**config.mk**
```make
export PLATFORM = sky130hd
export DESIGN_NAME = inst_fetcher
export DESIGN_NICKNAME = d
export VERILOG_FILES = /design/src/rtl/inst_fetcher.sv
export SDC_FILE = /design/constraint.sdc
export NUM_CORES = 1
export LEC_CHECK = 0
export CAP_MARGIN = 20
export CORE_UTILIZATION = 45
export CTS_CLUSTER_SIZE = 24
export DETAILED_ROUTE_END_ITERATION = 6
export GPL_ROUTABILITY_DRIVEN = 0
export PLACE_DENSITY = 0.72
export SETUP_SLACK_MARGIN = 0.5
export SYNTH_ARGS = -nofsm -noshare
export SYNTH_HDL_FRONTEND = slang
export SYNTH_SLANG_ARGS = --single-unit
```
**constraint.sdc**
```tcl
create_clock -name clk_in -period 5.5 [get_ports clk_in]
set_input_delay 1.65 -clock clk_in [delete_from_list [all_inputs] [get_ports clk_in]]
set_output_delay 1.65 -clock clk_in [all_outputs]
set_load 0.1 [all_outputs]
```
**src/rtl/inst_fetcher.sv**
```systemverilog
// Byte-serial instruction fetcher: assembles little-endian words into a {pc, inst} FIFO; byte0 issue -> head valid 5 cycles later.
// Starts a word only if it fits in the FIFO; rdy_in=0 freezes all state; jump_en_in flushes the FIFO and drops any in-flight fetch.
module inst_fetcher #(
  parameter int          QUEUE_DEPTH = 4,
  parameter logic [31:0] RESET_PC    = 32'h0
) (
  input  logic        clk_in,
  input  logic        rst_n_in,
  input  logic        rdy_in,
  input  logic        mem_gnt_in,
  output logic        mem_rd_en_out,
  output logic [31:0] mem_a_out,
  input  logic [7:0]  mem_din_in,
  input  logic        jump_en_in,
  input  logic [31:0] jump_pc_in,
  output logic        inst_valid_out,
  output logic [31:0] inst_out,
  output logic [31:0] inst_pc_out,
  input  logic        inst_ready_in
);
  localparam int AW = $clog2(QUEUE_DEPTH);
  localparam int CW = AW + 1;

  typedef enum logic {IDLE, FETCH} state_e;

  state_e         state_q, state_d;
  logic [31:0]    pc_q, pc_d;
  logic [1:0]     byte_idx_q, byte_idx_d;
  logic           pend_q, pend_d;
  logic [1:0]     lane_q, lane_d;
  logic [23:0]    word_q, word_d;
  logic [7:0]     hold_q, hold_d;
  logic           held_q, held_d;
  logic [AW-1:0]  head_q, head_d, tail_q, tail_d;
  logic [CW-1:0]  count_q, count_d;
  logic [31:0]    q_inst_q [QUEUE_DEPTH];
  logic [31:0]    q_pc_q   [QUEUE_DEPTH];

  logic        go, redirect, issue, push, pop, last_cap, start_ok, next_word_ok;
  logic [7:0]  byte_eff;
  logic [31:0] fetch_base;

  assign go       = rdy_in & ~jump_en_in;
  assign redirect = rdy_in & jump_en_in;
  // A byte that arrived while rdy_in was low was parked in hold_q.
  assign byte_eff = held_q ? hold_q : mem_din_in;
  assign last_cap = pend_q & (lane_q == 2'd3);
  assign push     = go & last_cap;
  assign pop      = go & (count_q != '0) & inst_ready_in;
  assign start_ok     = (int'(count_q) + int'(last_cap)) < QUEUE_DEPTH;
  assign next_word_ok = (int'(count_q) + 1) < QUEUE_DEPTH;
  // Byte0 of the next word may issue while the previous word's byte3 is captured.
  assign fetch_base = last_cap ? pc_q + 32'd4 : pc_q;

  always_comb begin
    state_d = state_q;
    issue   = 1'b0;
    case (state_q)
      IDLE: begin
        if (go && start_ok) begin
          state_d = FETCH;
          issue   = mem_gnt_in;
        end
      end
      FETCH:   issue = go & mem_gnt_in;
      default: state_d = IDLE;
    endcase
    issue = issue & rst_n_in;
    if (issue && byte_idx_q == 2'd3) state_d = next_word_ok ? FETCH : IDLE;
    if (redirect) state_d = IDLE;
  end

  assign mem_rd_en_out  = issue;
  assign mem_a_out      = issue ? fetch_base + {30'd0, byte_idx_q} : 32'd0;
  assign inst_valid_out = (count_q != '0);
  assign inst_out       = q_inst_q[head_q];
  assign inst_pc_out    = q_pc_q[head_q];

  always_comb begin
    byte_idx_d = issue ? byte_idx_q + 2'd1 : byte_idx_q;
    pend_d     = pend_q;
    lane_d     = lane_q;
    hold_d     = hold_q;
    held_d     = held_q;
    word_d     = word_q;
    pc_d       = push ? pc_q + 32'd4 : pc_q;
    head_d     = pop ? head_q + AW'(1) : head_q;
    tail_d     = push ? tail_q + AW'(1) : tail_q;
    count_d    = count_q + CW'(push) - CW'(pop);
    if (rdy_in) begin
      pend_d = issue;
      lane_d = issue ? byte_idx_q : lane_q;
      held_d = 1'b0;
    end else if (pend_q && !held_q) begin
      hold_d = mem_din_in;
      held_d = 1'b1;
    end
    if (go && pend_q) begin
      case (lane_q)
        2'd0:    word_d[7:0]   = byte_eff;
        2'd1:    word_d[15:8]  = byte_eff;
        2'd2:    word_d[23:16] = byte_eff;
        default: word_d        = word_q;
      endcase
    end
    if (redirect) begin
      byte_idx_d = 2'd0;
      pend_d     = 1'b0;
      held_d     = 1'b0;
      pc_d       = jump_pc_in;
      head_d     = '0;
      tail_d     = '0;
      count_d    = '0;
    end
  end

  always_ff @(posedge clk_in or negedge rst_n_in) begin
    if (!rst_n_in) begin
      state_q    <= IDLE;
      pc_q       <= RESET_PC;
      byte_idx_q <= 2'd0;
      pend_q     <= 1'b0;
      lane_q     <= 2'd0;
      word_q     <= 24'd0;
      hold_q     <= 8'd0;
      held_q     <= 1'b0;
      head_q     <= '0;
      tail_q     <= '0;
      count_q    <= '0;
      for (int i = 0; i < QUEUE_DEPTH; i++) begin
        q_inst_q[i] <= 32'd0;
        q_pc_q[i]   <= 32'd0;
      end
    end else begin
      state_q    <= state_d;
      pc_q       <= pc_d;
      byte_idx_q <= byte_idx_d;
      pend_q     <= pend_d;
      lane_q     <= lane_d;
      word_q     <= word_d;
      hold_q     <= hold_d;
      held_q     <= held_d;
      head_q     <= head_d;
      tail_q     <= tail_d;
      count_q    <= count_d;
      if (push) begin
        q_inst_q[tail_q] <= {byte_eff, word_q};
        q_pc_q[tail_q]   <= pc_q;
      end
    end
  end
endmodule

```
==> results of run 1 <==
metrics by stage:
step / utilization / std cells / power [mW] / cell area (sq um)
after floorplan: - / 1322 / 3.27 / 16400
after global placement: 0.529 / 1877 / 3.56 / 18800
after detailed placement: 0.529 / 1877 / 3.58 / 18800
after CTS: 0.577 / 1971 / 6.09 / 20500
after global routing: 0.590 / 2000 / 6.32 / 20900
final: 0.590 / 2000 / 6.10 / 20900
cells in the mapped netlist, types with 4 or more instances:
| master | count | share of area |
|---|---|---|
| a31oi_1 | 6 | 0.0023 |
| and3_1 | 7 | 0.0027 |
| buf_2 | 11 | 0.0034 |
| buf_1 | 16 | 0.0037 |
| nand2_1 | 153 | 0.036 |
| xor2_1 | 30 | 0.016 |
| a21oi_1 | 15 | 0.0046 |
| nand3_1 | 28 | 0.0087 |
| or3_1 | 5 | 0.0019 |
| clkbuf_1 | 70 | 0.016 |
| o31ai_1 | 6 | 0.0028 |
| inv_1 | 9 | 0.0021 |
| nand4_1 | 14 | 0.0054 |
| nand2b_1 | 6 | 0.0023 |
| mux2i_1 | 10 | 0.0062 |
| nor3_1 | 22 | 0.0068 |
| ha_1 | 11 | 0.0085 |
| nor2_1 | 61 | 0.014 |
| nor4_1 | 10 | 0.0039 |
| and2_1 | 9 | 0.0035 |
| mux4_2 | 64 | 0.089 |
| nand4b_1 | 4 | 0.0022 |
| dfrtp_1 | 334 | 0.52 |
| nor3b_1 | 4 | 0.0019 |
| or4_1 | 4 | 0.0019 |
| xnor2_1 | 46 | 0.025 |
| o21ai_0 | 102 | 0.032 |
| mux2_2 | 217 | 0.15 |
report_power, final:
group          internal (mW)  switching, mW  leakage (nW)
clock network           1.50          0.967         0.592
logic                  0.371          0.526          4.32
registers               2.57          0.170          4.55
repair_timing:
action                     4_1_cts  5_1_grt
buffers inserted                34       26
cloned                           0        1
gates resized for setup         57       38
hold buffers                     0        0
setup endpoints to repair       26       21
pin swaps                       26       24
layout by cell type (no fill, tap or decap), drive strengths merged, types with 6 or more instances in the layout:
cell           Yosys  routed
clkinv             2       6
clkdlybuf4s50      0      81
mux2i             10      10
buf               30     177
inv                9       9
ha                11      11
mux2             217     217
and2               9       9
nor2              61      61
o21ai            104     104
xnor2             46      46
and3               7       7
nand4             16      16
dfrtp            334     334
nand3             28      28
o31ai              6       6
clkbuf            71      52
nand2b             6       6
a31oi              6       6
nor3              22      22
nor4              13      13
mux4              64      64
a21oi             15      15
xor2              30      30
nand2            153     153
how the worst max path moves through the flow:
stage | startpoint | to | slack (ns)
6_report | pc_q[2] | mem_a_out[29] | -0.05
5_1_grt | pc_q[2] | mem_a_out[29] | -0.12
4_1_cts | pc_q[2] | mem_a_out[29] | 0.09
3_5_place_dp | rdy_in | mem_a_out[27] | 0.19
3_3_place_gp | rdy_in | mem_a_out[27] | 0.24
2_1_floorplan | pc_q[2] | mem_a_out[27] | 0.17
critical path: stages (launching register included):
cell	delay, ns
dfrtp_1	0.42
buf_6	0.14
nand4_1	0.19
buf_4	0.15
buf_4	0.12
nor4_4	0.04
buf_4	0.16
or4b_4	0.50
a21boi_4	0.20
o211ai_4	0.11
or4_4	0.51
nor4_4	0.32
mux2i_4	0.31
buf_12	0.19
sequential cells by signal (all words and copies together), names as in the netlist:
register,count
q_inst_q,128
q_pc_q,128
pc_q,32
word_q,24
hold_q,8
count_q,3
byte_idx_q,2
head_q,2
lane_q,2
tail_q,2
held_q,1
pend_q,1
state_q,1
cells by family after synthesis:
group / synth area share
adder cells (fa/ha/maj): 0.0110
buffers and inverters: 0.0289
AO/OA/AOI/OAI: 0.0539
AND/OR/NAND/NOR: 0.102
XOR/XNOR: 0.0412
multiplexers: 0.246
flip-flops: 0.517
layer usage:
metal | routed length (um) | share of wire
met4 | 1480 | 0.035
met1 | 17900 | 0.42
met3 | 2850 | 0.066
met2 | 20700 | 0.48
met5 | 0 | 0
area by class of cell:
| class | count | area share |
|---|---|---|
| repair buffers | 258 | 0.131 |
| well taps | 461 | 0.0276 |
| clock buffers | 52 | 0.0517 |
| inverters | 11 | 0.00221 |
| multi-input cells | 876 | 0.382 |
| clock inverters | 8 | 0.00562 |
| flip-flops and latches | 334 | 0.400 |
==> results.txt, run 1 <==
status: finished, violations left
failing checks: negative setup slack
fin crit share: 1.01
drt pass-1 iters: 7
clk slew on worst S/H paths: 0.06 ns
H-tree Lvls: 2
Hold Path Origin: q_inst_q[59]
Vias: 11700
Clock Skews: 0.0121 ns
GR Util met3: 0.0404
Antenna Nets Post-Route: 0
Clock Sinks: 334
final hold vios: 0
Final Setup Violations: 1
Multi-input gate area: 0.00801 sq mm
Max VDD drop: 0.000239 V
asr flop ratio synth: 1.00
mean post-synth cell area: 12.2 sq um
unrepaired setup endpoints after global routing: yes
GR peak layer: met2
total global-route track usage: 0.233
met1 Use GR: 0.314
final setup TNS: -0.0456 ns
num ports: 144
crit-path max FO: 5
I/O Buffers: 143
Worst Hold Class: flip-flop to flip-flop
starting density of the core: 0.456
Final min period: 5.55 ns
Final HPWL DP: 26.7 mm
WHS: 0.479 ns
die area: 0.0367 sq mm
Synth Flop Type: dfrtp_1
number of DRC markers in iteration 0: 893
Worst Hold Path EP: q_inst_q[59]
synth warn: 0
TritonCTS clock tree: built
Clock Path Buffers: 3
Mapped Cells: 1322
largest net degree at the start of global routing: 179
global route overflow: 0
core area: 0.0355 sq mm
Seq/Total Area, Yosys: 0.517
nets: 1576
Pleak: 9.46 nW
Root Buffer: clkbuf_16
antenna violations before repair: 0
Post-synth EDFFs: 0
worst setup path category: flip-flop to primary output
Die X: 192 um
Sequential Area: 0.00837 sq mm
grt met2 use: 0.385
Crit path arrival time: 3.90 ns
Die Y: 192 um
max frequency: 0.180 GHz
#FFs+latches synth: 334
Rows: 69
pre-CTS setup slack: 0.191 ns
Max-Cap Viols: 0
Post-Route WL: 42.9 mm
post-synthesis net count: 1381
DRC violations left: 0
vias in the first global route: 11600
Clock Latency Late Sink: 0.52 ns
Ant. Diodes: 0
Vias/cell: 5.84
Syn-to-layout area delta: 29.5%
share of layout cells above drive strength 1: 0.404
CP endpoint kind: primary output
Reg2Reg Capture Point: pc_q[28]
Slew Limit Fails: 0
fillers: 2771
worst hold path depth: 2
DR WL/cell: 21.5 um
CP required: 3.85 ns
Yosys cell types: 61
Worst R2R Path Depth: 12
total CTS buffers: 36
mapped cell area: 0.0162 sq mm
Slew HR: 0.315
first-pass GRT wire length: 65.9 mm
Worst-Margin Slew: 1.02 ns
Pwr per Cell Area: 291 mW/mm^2
Final WS setup: -0.0456 ns
reg-to-reg slack, setup: 2.45 ns
Worst setup SP type: flip-flop
worst r2r src: lane_q[1]
Power figures use the tool's default switching activity.
==> run 2, diff against run 1 <==
--- a/config.mk
+++ b/config.mk
@@ -6,11 +6,11 @@
 export NUM_CORES = 1
 export LEC_CHECK = 0
 export CAP_MARGIN = 20
-export CORE_UTILIZATION = 45
+export CORE_UTILIZATION = 25
 export CTS_CLUSTER_SIZE = 24
 export DETAILED_ROUTE_END_ITERATION = 6
 export GPL_ROUTABILITY_DRIVEN = 0
-export PLACE_DENSITY = 0.72
+export PLACE_DENSITY = 0.48
 export SETUP_SLACK_MARGIN = 0.5
 export SYNTH_ARGS = -nofsm -noshare
 export SYNTH_HDL_FRONTEND = slang
==> constraint.sdc (replaced) <==
create_clock -name clk_in -period 6.7 [get_ports clk_in]
set_input_delay 2.01 -clock clk_in [delete_from_list [all_inputs] [get_ports clk_in]]
set_output_delay 2.01 -clock clk_in [all_outputs]
set_load 0.1 [all_outputs]
==> results.txt, run 2 (synthesis results as in run 1) <==
status: completed
CP bufs+invs: 1 (-4)
Max VDD drop: 0.000137 V (-43%)
nets: 1510 (-4.2%)
Worst Hold Class: flip-flop to flip-flop
Clock Skews: 0.0112 ns (-0.000943 ns)
CP endpoint kind: primary output
DR WL/cell: 19.9 um (-7.2%)
antenna violations before repair: 3 (+3)
H-tree Lvls: 2 (unchanged)
global route overflow: 0 (unchanged)
Largest regs: q_inst_q x128, q_pc_q x128, pc_q x32
Vias/cell: 4.68 (-20%)
TritonCTS clock tree: built
Slew Limit Fails: 0 (unchanged)
Clock Sinks: 334 (unchanged)
Final Setup Violations: 0 (-1)
Worst-Margin Slew: 1.18 ns (+0.155 ns)
most used cell, CP: or4_4
largest net degree at the start of global routing: 159 (-11%)
Max-Cap Viols: 0 (unchanged)
Vias: 10900 (-6.8%)
commonest non-fill, non-tap cell in the layout: dfrtp_1
Final min period: 6.07 ns
die area: 0.0657 sq mm (+79%)
max frequency: 0.165 GHz
CP max stage delay: 0.64 ns (+0.13 ns)
crit-path max FO: 9 (+4)
final hold vios: 0 (unchanged)
Pwr per Cell Area: 248 mW/mm^2 (-15%)
Core Util, Final: 0.323 (-0.267)
fin crit share: 0.906
Final HPWL DP: 31.0 mm (+16%)
Pleak: 8.92 nW (-5.8%)
Slew HR: 0.211 (-0.104)
total CTS buffers: 38 (+5.6%)
crit-path cells: nand4_4, or4_4, or4b_4, a21boi_4, o211ai_4, or4_4, nor4_4, mux2i_4, buf_12
Ant. Diodes: 0 (unchanged)
Die X: 256 um (+34%)
area of placed instances: 0.0189 sq mm (+0.81%)
drt pass-1 iters: 6 (-1)
cts hold-fix bufs: 0 (unchanged)
first-pass GRT wire length: 71.8 mm (+8.9%)
CP required: 4.69 ns (+0.84 ns)
Syn-to-layout area delta: 27.0%
total global-route track usage: 0.143 (-0.0900)
DRC violations left: 0 (unchanged)
most frequent cells in the layout: dfrtp_1, mux2_2, nand2_1, clkdlybuf4s50_1, o21ai_0
vias in the first global route: 11300 (-2.8%)
Root Buffer: clkbuf_16
I/O Buffers: 143 (unchanged)
Clock Latency Late Sink: 0.55 ns (+0.03 ns)
number of DRC markers in iteration 0: 540 (-40%)
Top delay family on crit path: simple AND/OR/NAND/NOR gates
unrepaired setup endpoints after global routing: yes
Die Y: 256 um (+34%)
worst setup path category: flip-flop to primary output
Final Cell Area: 0.0205 sq mm (-1.9%)
Clock Path Buffers: 3 (unchanged)
Worst setup SP type: flip-flop
Post-Route WL: 46.3 mm (+7.9%)
Crit path arrival time: 4.06 ns (+0.16 ns)
core area: 0.0635 sq mm (+79%)
share of layout cells above drive strength 1: 0.327 (-0.0763)
CP max stage cell: or4_4
Rows: 92 (+33%)
Antenna Nets Post-Route: 0 (unchanged)
clk slew on worst S/H paths: 0.06 ns (about the same)
starting density of the core: 0.255 (-0.201)
num ports: 144 (unchanged)
==> run 2: layout make-up <==
type	instances	area (sq um)
clock inverter	11	186
timing repair buffer	190	2140
clock buffer	57	1110
multi-input combinational	876	7620
sequential	334	8380
inverter	11	41.3
tap	846	1060
fill	6454	43000
==> run 2: per-stage QoR <==
stage / power (mW) / TNS (ns) / worst slack [ns] / hold WS (ns) / instances
CTS: 5.16 / 0 / 0.503 / 0.479 / 2312
detailed placement: 2.93 / 0 / 0.481 / 0.466 / 2241
global route: 5.32 / 0 / 0.474 / 0.490 / 2325
global placement: 2.92 / 0 / 0.473 / 0.457 / 2241
floorplan: 2.67 / -0.769 / -0.384 / 0.445 / 1322
finish: 5.09 / 0 / 0.627 / 0.475 / 2325
==> run 2: routing by layer <==
metal  track usage  wire length [um]  part of all wire  vias to the layer above
li1              -                 -                 -                     4982
met5             0                24           0.00052                        -
met2         0.232             22200              0.48                      262
met1         0.195             21200              0.46                     5583
met4        0.0338               644             0.014                        4
met3        0.0260              2220             0.048                       48
==> run 2: worst reg2reg max path: stages (launching register included) <==
cell	delay, ns
dfrtp_1	0.56
and3_1	0.35
buf_4	0.19
and2_1	0.12
buf_4	0.28
clkinv_1	0.37
or3_1	0.57
nor3_1	0.40
nand2_1	0.18
nor2_1	0.15
xnor2_1	0.15
o21ai_0	0.10
==> run 2: final timing paths <==
check	depth (start not counted)	from	slack, ns	end
setup reg to reg	11	lane_q[1]	3.16	pc_q[28]
max in group asynchronous	3	rst_n_in	3.71	pc_q[16]
setup / recovery	9	pc_q[13]	0.63	mem_a_out[28]
hold / removal	2	q_pc_q[116]	0.47	q_pc_q[116]
hold reg to reg	2	q_pc_q[116]	0.47	q_pc_q[116]
min in group asynchronous	1	rst_n_in	1.30	q_inst_q[92]
==> run 2: power breakdown <==
part / total [mW] / internal [mW] / switching, mW
Sequential: 2.29 / 2.11 / 0.186
Clock: 2.19 / 1.34 / 0.849
Combinational: 0.612 / 0.256 / 0.356
Total: 5.09 / 3.70 / 1.39
==> run 2: repair_timing <==
item | 4_1_cts | 5_1_grt
buffers inserted | 3 | 13
pin swaps | 3 | 9
setup endpoints to repair | 9 | 8
resized for setup | 21 | 22
==> run 3, diff against run 2 <==
--- a/config.mk
+++ b/config.mk
@@ -6,11 +6,11 @@
 export NUM_CORES = 1
 export LEC_CHECK = 0
 export CAP_MARGIN = 20
-export CORE_UTILIZATION = 25
+export CORE_UTILIZATION = 60
 export CTS_CLUSTER_SIZE = 24
 export DETAILED_ROUTE_END_ITERATION = 6
 export GPL_ROUTABILITY_DRIVEN = 0
-export PLACE_DENSITY = 0.48
+export PLACE_DENSITY = 0.9
 export SETUP_SLACK_MARGIN = 0.5
 export SYNTH_ARGS = -nofsm -noshare
 export SYNTH_HDL_FRONTEND = slang
==> constraint.sdc (replaced) <==
create_clock -name clk_in -period 6.7 [get_ports clk_in]
set_input_delay 1.34 -clock clk_in [delete_from_list [all_inputs] [get_ports clk_in]]
set_output_delay 1.34 -clock clk_in [all_outputs]
set_load 0.1 [all_outputs]
==> results.txt, run 3 (synthesis results as in run 1) <==
Pwr per Cell Area: 253 mW/mm^2 (+2.2%)
Clock Skews: 0.0204 ns (+0.00923 ns)
TritonCTS clock tree: built
failing checks: design-rule violations
Die Y: 166 um (-35%)
total CTS buffers: 35 (-7.9%)
nets: 1476 (-2.3%)
Multi-input gate area: 0.00741 sq mm (-2.8%)
first-pass GRT wire length: 62.7 mm (-13%)
max frequency: 0.165 GHz (+0.35%)
num ports: 144 (unchanged)
Final Setup Violations: 0 (unchanged)
most frequent cells in the layout: dfrtp_1, mux2_2, nand2_1, clkdlybuf4s50_1, o21ai_0
Crit path arrival time: 4.71 ns (+0.65 ns)
DRC violations left: 7 (+7)
Rows: 59 (-36%)
I/O Buffers: 143 (unchanged)
fin crit share: 0.903 (-0.00319)
DR WL/cell: 22.1 um (+11%)
crit-path max FO: 15 (+6)
core area: 0.0263 sq mm (-59%)
Worst Hold Path EP: q_inst_q[26]
drt pass-1 iters: 7 (+1)
CP endpoint kind: primary output
vias in the first global route: 11600 (+2.7%)
CP required: 5.36 ns (+0.67 ns)
clk slew on worst S/H paths: 0.06 ns (about the same)
H-tree Lvls: 2 (unchanged)
Die X: 166 um (-35%)
Largest regs: q_inst_q x128, q_pc_q x128, pc_q x32
Sequential Area: 0.00837 sq mm (-0.19%)
Clock Path Buffers: 3 (unchanged)
worst r2r src: lane_q[1]
Max VDD drop: 0.000206 V (+50%)
Pleak: 8.55 nW (-4.2%)
starting density of the core: 0.615 (+0.361)
worst hold path depth: 2 (unchanged)
die area: 0.0276 sq mm (-58%)
pre-CTS setup slack: 0.995 ns (+0.515 ns)
status: finished, violations left
Post-Route WL: 39.2 mm (-15%)
Clock Sinks: 334 (unchanged)
fillers: 1683 (-74%)
Root Buffer: clkbuf_16
Final min period: 6.05 ns (-0.0214 ns)
total global-route track usage: 0.289 (+0.146)
CP Launch Point: pc_q[2]
Final WS setup: 0.648 ns (+0.0214 ns)
final setup TNS: 0 ns (unchanged)
Worst Hold Class: flip-flop to flip-flop
Worst setup SP type: flip-flop
Final HPWL DP: 24.2 mm (-22%)
largest net degree at the start of global routing: 81 (-49%)
Reg2Reg Capture Point: pc_q[28]
global route overflow: 0 (unchanged)
Hold Path Origin: q_inst_q[26]
Clock Latency Late Sink: 0.52 ns (-0.03 ns)
Antenna Nets Post-Route: 0 (unchanged)
commonest non-fill, non-tap cell in the layout: dfrtp_1
Slew Limit Fails: 0 (unchanged)
Worst-Margin Slew: 1.13 ns (-0.0549 ns)
Slew HR: 0.249 (+0.0384)
Syn-to-layout area delta: 16.9%
share of layout cells above drive strength 1: 0.285 (-0.0418)
reg-to-reg slack, setup: 3.27 ns (+0.11 ns)
unrepaired setup endpoints after global routing: no
Max-Cap Viols: 0 (unchanged)
final hold vios: 0 (unchanged)
Worst R2R Path Depth: 10 (-1)
worst setup path category: flip-flop to primary output
Vias: 11200 (+3.3%)
number of DRC markers in iteration 0: 890 (+65%)
Vias/cell: 6.33 (+35%)
antenna violations before repair: 0 (-3)
cts hold-fix bufs: 0 (unchanged)
Ant. Diodes: 0 (unchanged)
==> run 3: timing repair <==
action / in CTS / in global routing
gates cloned: 0 / 0
setup buffers: 0 / 2
endpoints found under the setup margin: 3 / 8
gates resized for setup: 2 / 1
endpoints found under the hold margin: 0 / 0
==> run 3: worst max path at each step <==
stage               endpoint
2_1_floorplan  mem_a_out[26]
3_3_place_gp   mem_a_out[25]
3_5_place_dp   mem_a_out[25]
4_1_cts        mem_a_out[25]
5_1_grt        mem_a_out[25]
6_report       mem_a_out[25]
==> run 3: stage by stage <==
| step | utilization | cell area [sq um] | hold slack, ns | total power, mW | cells |
|---|---|---|---|---|---|
| final | 0.719 | 18900 | 0.477 | 4.79 | 1775 |
| after global routing | 0.719 | 18900 | 0.505 | 4.95 | 1775 |
| after CTS | 0.715 | 18800 | 0.480 | 4.80 | 1769 |
| after detailed placement | 0.672 | 17600 | 0.465 | 2.87 | 1709 |
| after global placement | 0.672 | 17600 | 0.456 | 2.84 | 1709 |
| after floorplan | - | 16200 | 0.445 | 2.67 | 1322 |
==> run 3: critical path, stage by stage (launching register included) <==
cell      delay (ns)
dfrtp_2         0.51
ha_1            0.34
nand4_1         0.31
or4_4           0.64
or4b_4          0.52
a21boi_4        0.20
o211ai_4        0.11
or4_1           0.72
or4_1           0.44
nand2_1         0.11
buf_4           0.30
==> run 3: per-layer routing <==
layer,track usage,part of all wire,vias up
li1,-,-,4911
met3,0.0419,0.064,99
met5,0,0,-
met4,0.0983,0.030,0
met2,0.496,0.51,503
met1,0.379,0.40,5728
==> run 3: area by class of cell <==
cell class,instances,share of cell area
clock inverter,14,0.00874
clock buffer,46,0.0517
timing repair buffer,159,0.0809
tap,335,0.0222
sequential,334,0.443
multi-input combinational,876,0.392
inverter,11,0.00218
==> run 3: report_power, final <==
group          internal (mW)  switching [mW]  total, mW
sequential              2.10           0.198       2.30
clock                   1.15           0.794       1.94
combinational          0.228           0.322      0.550
total                   3.48            1.31       4.79
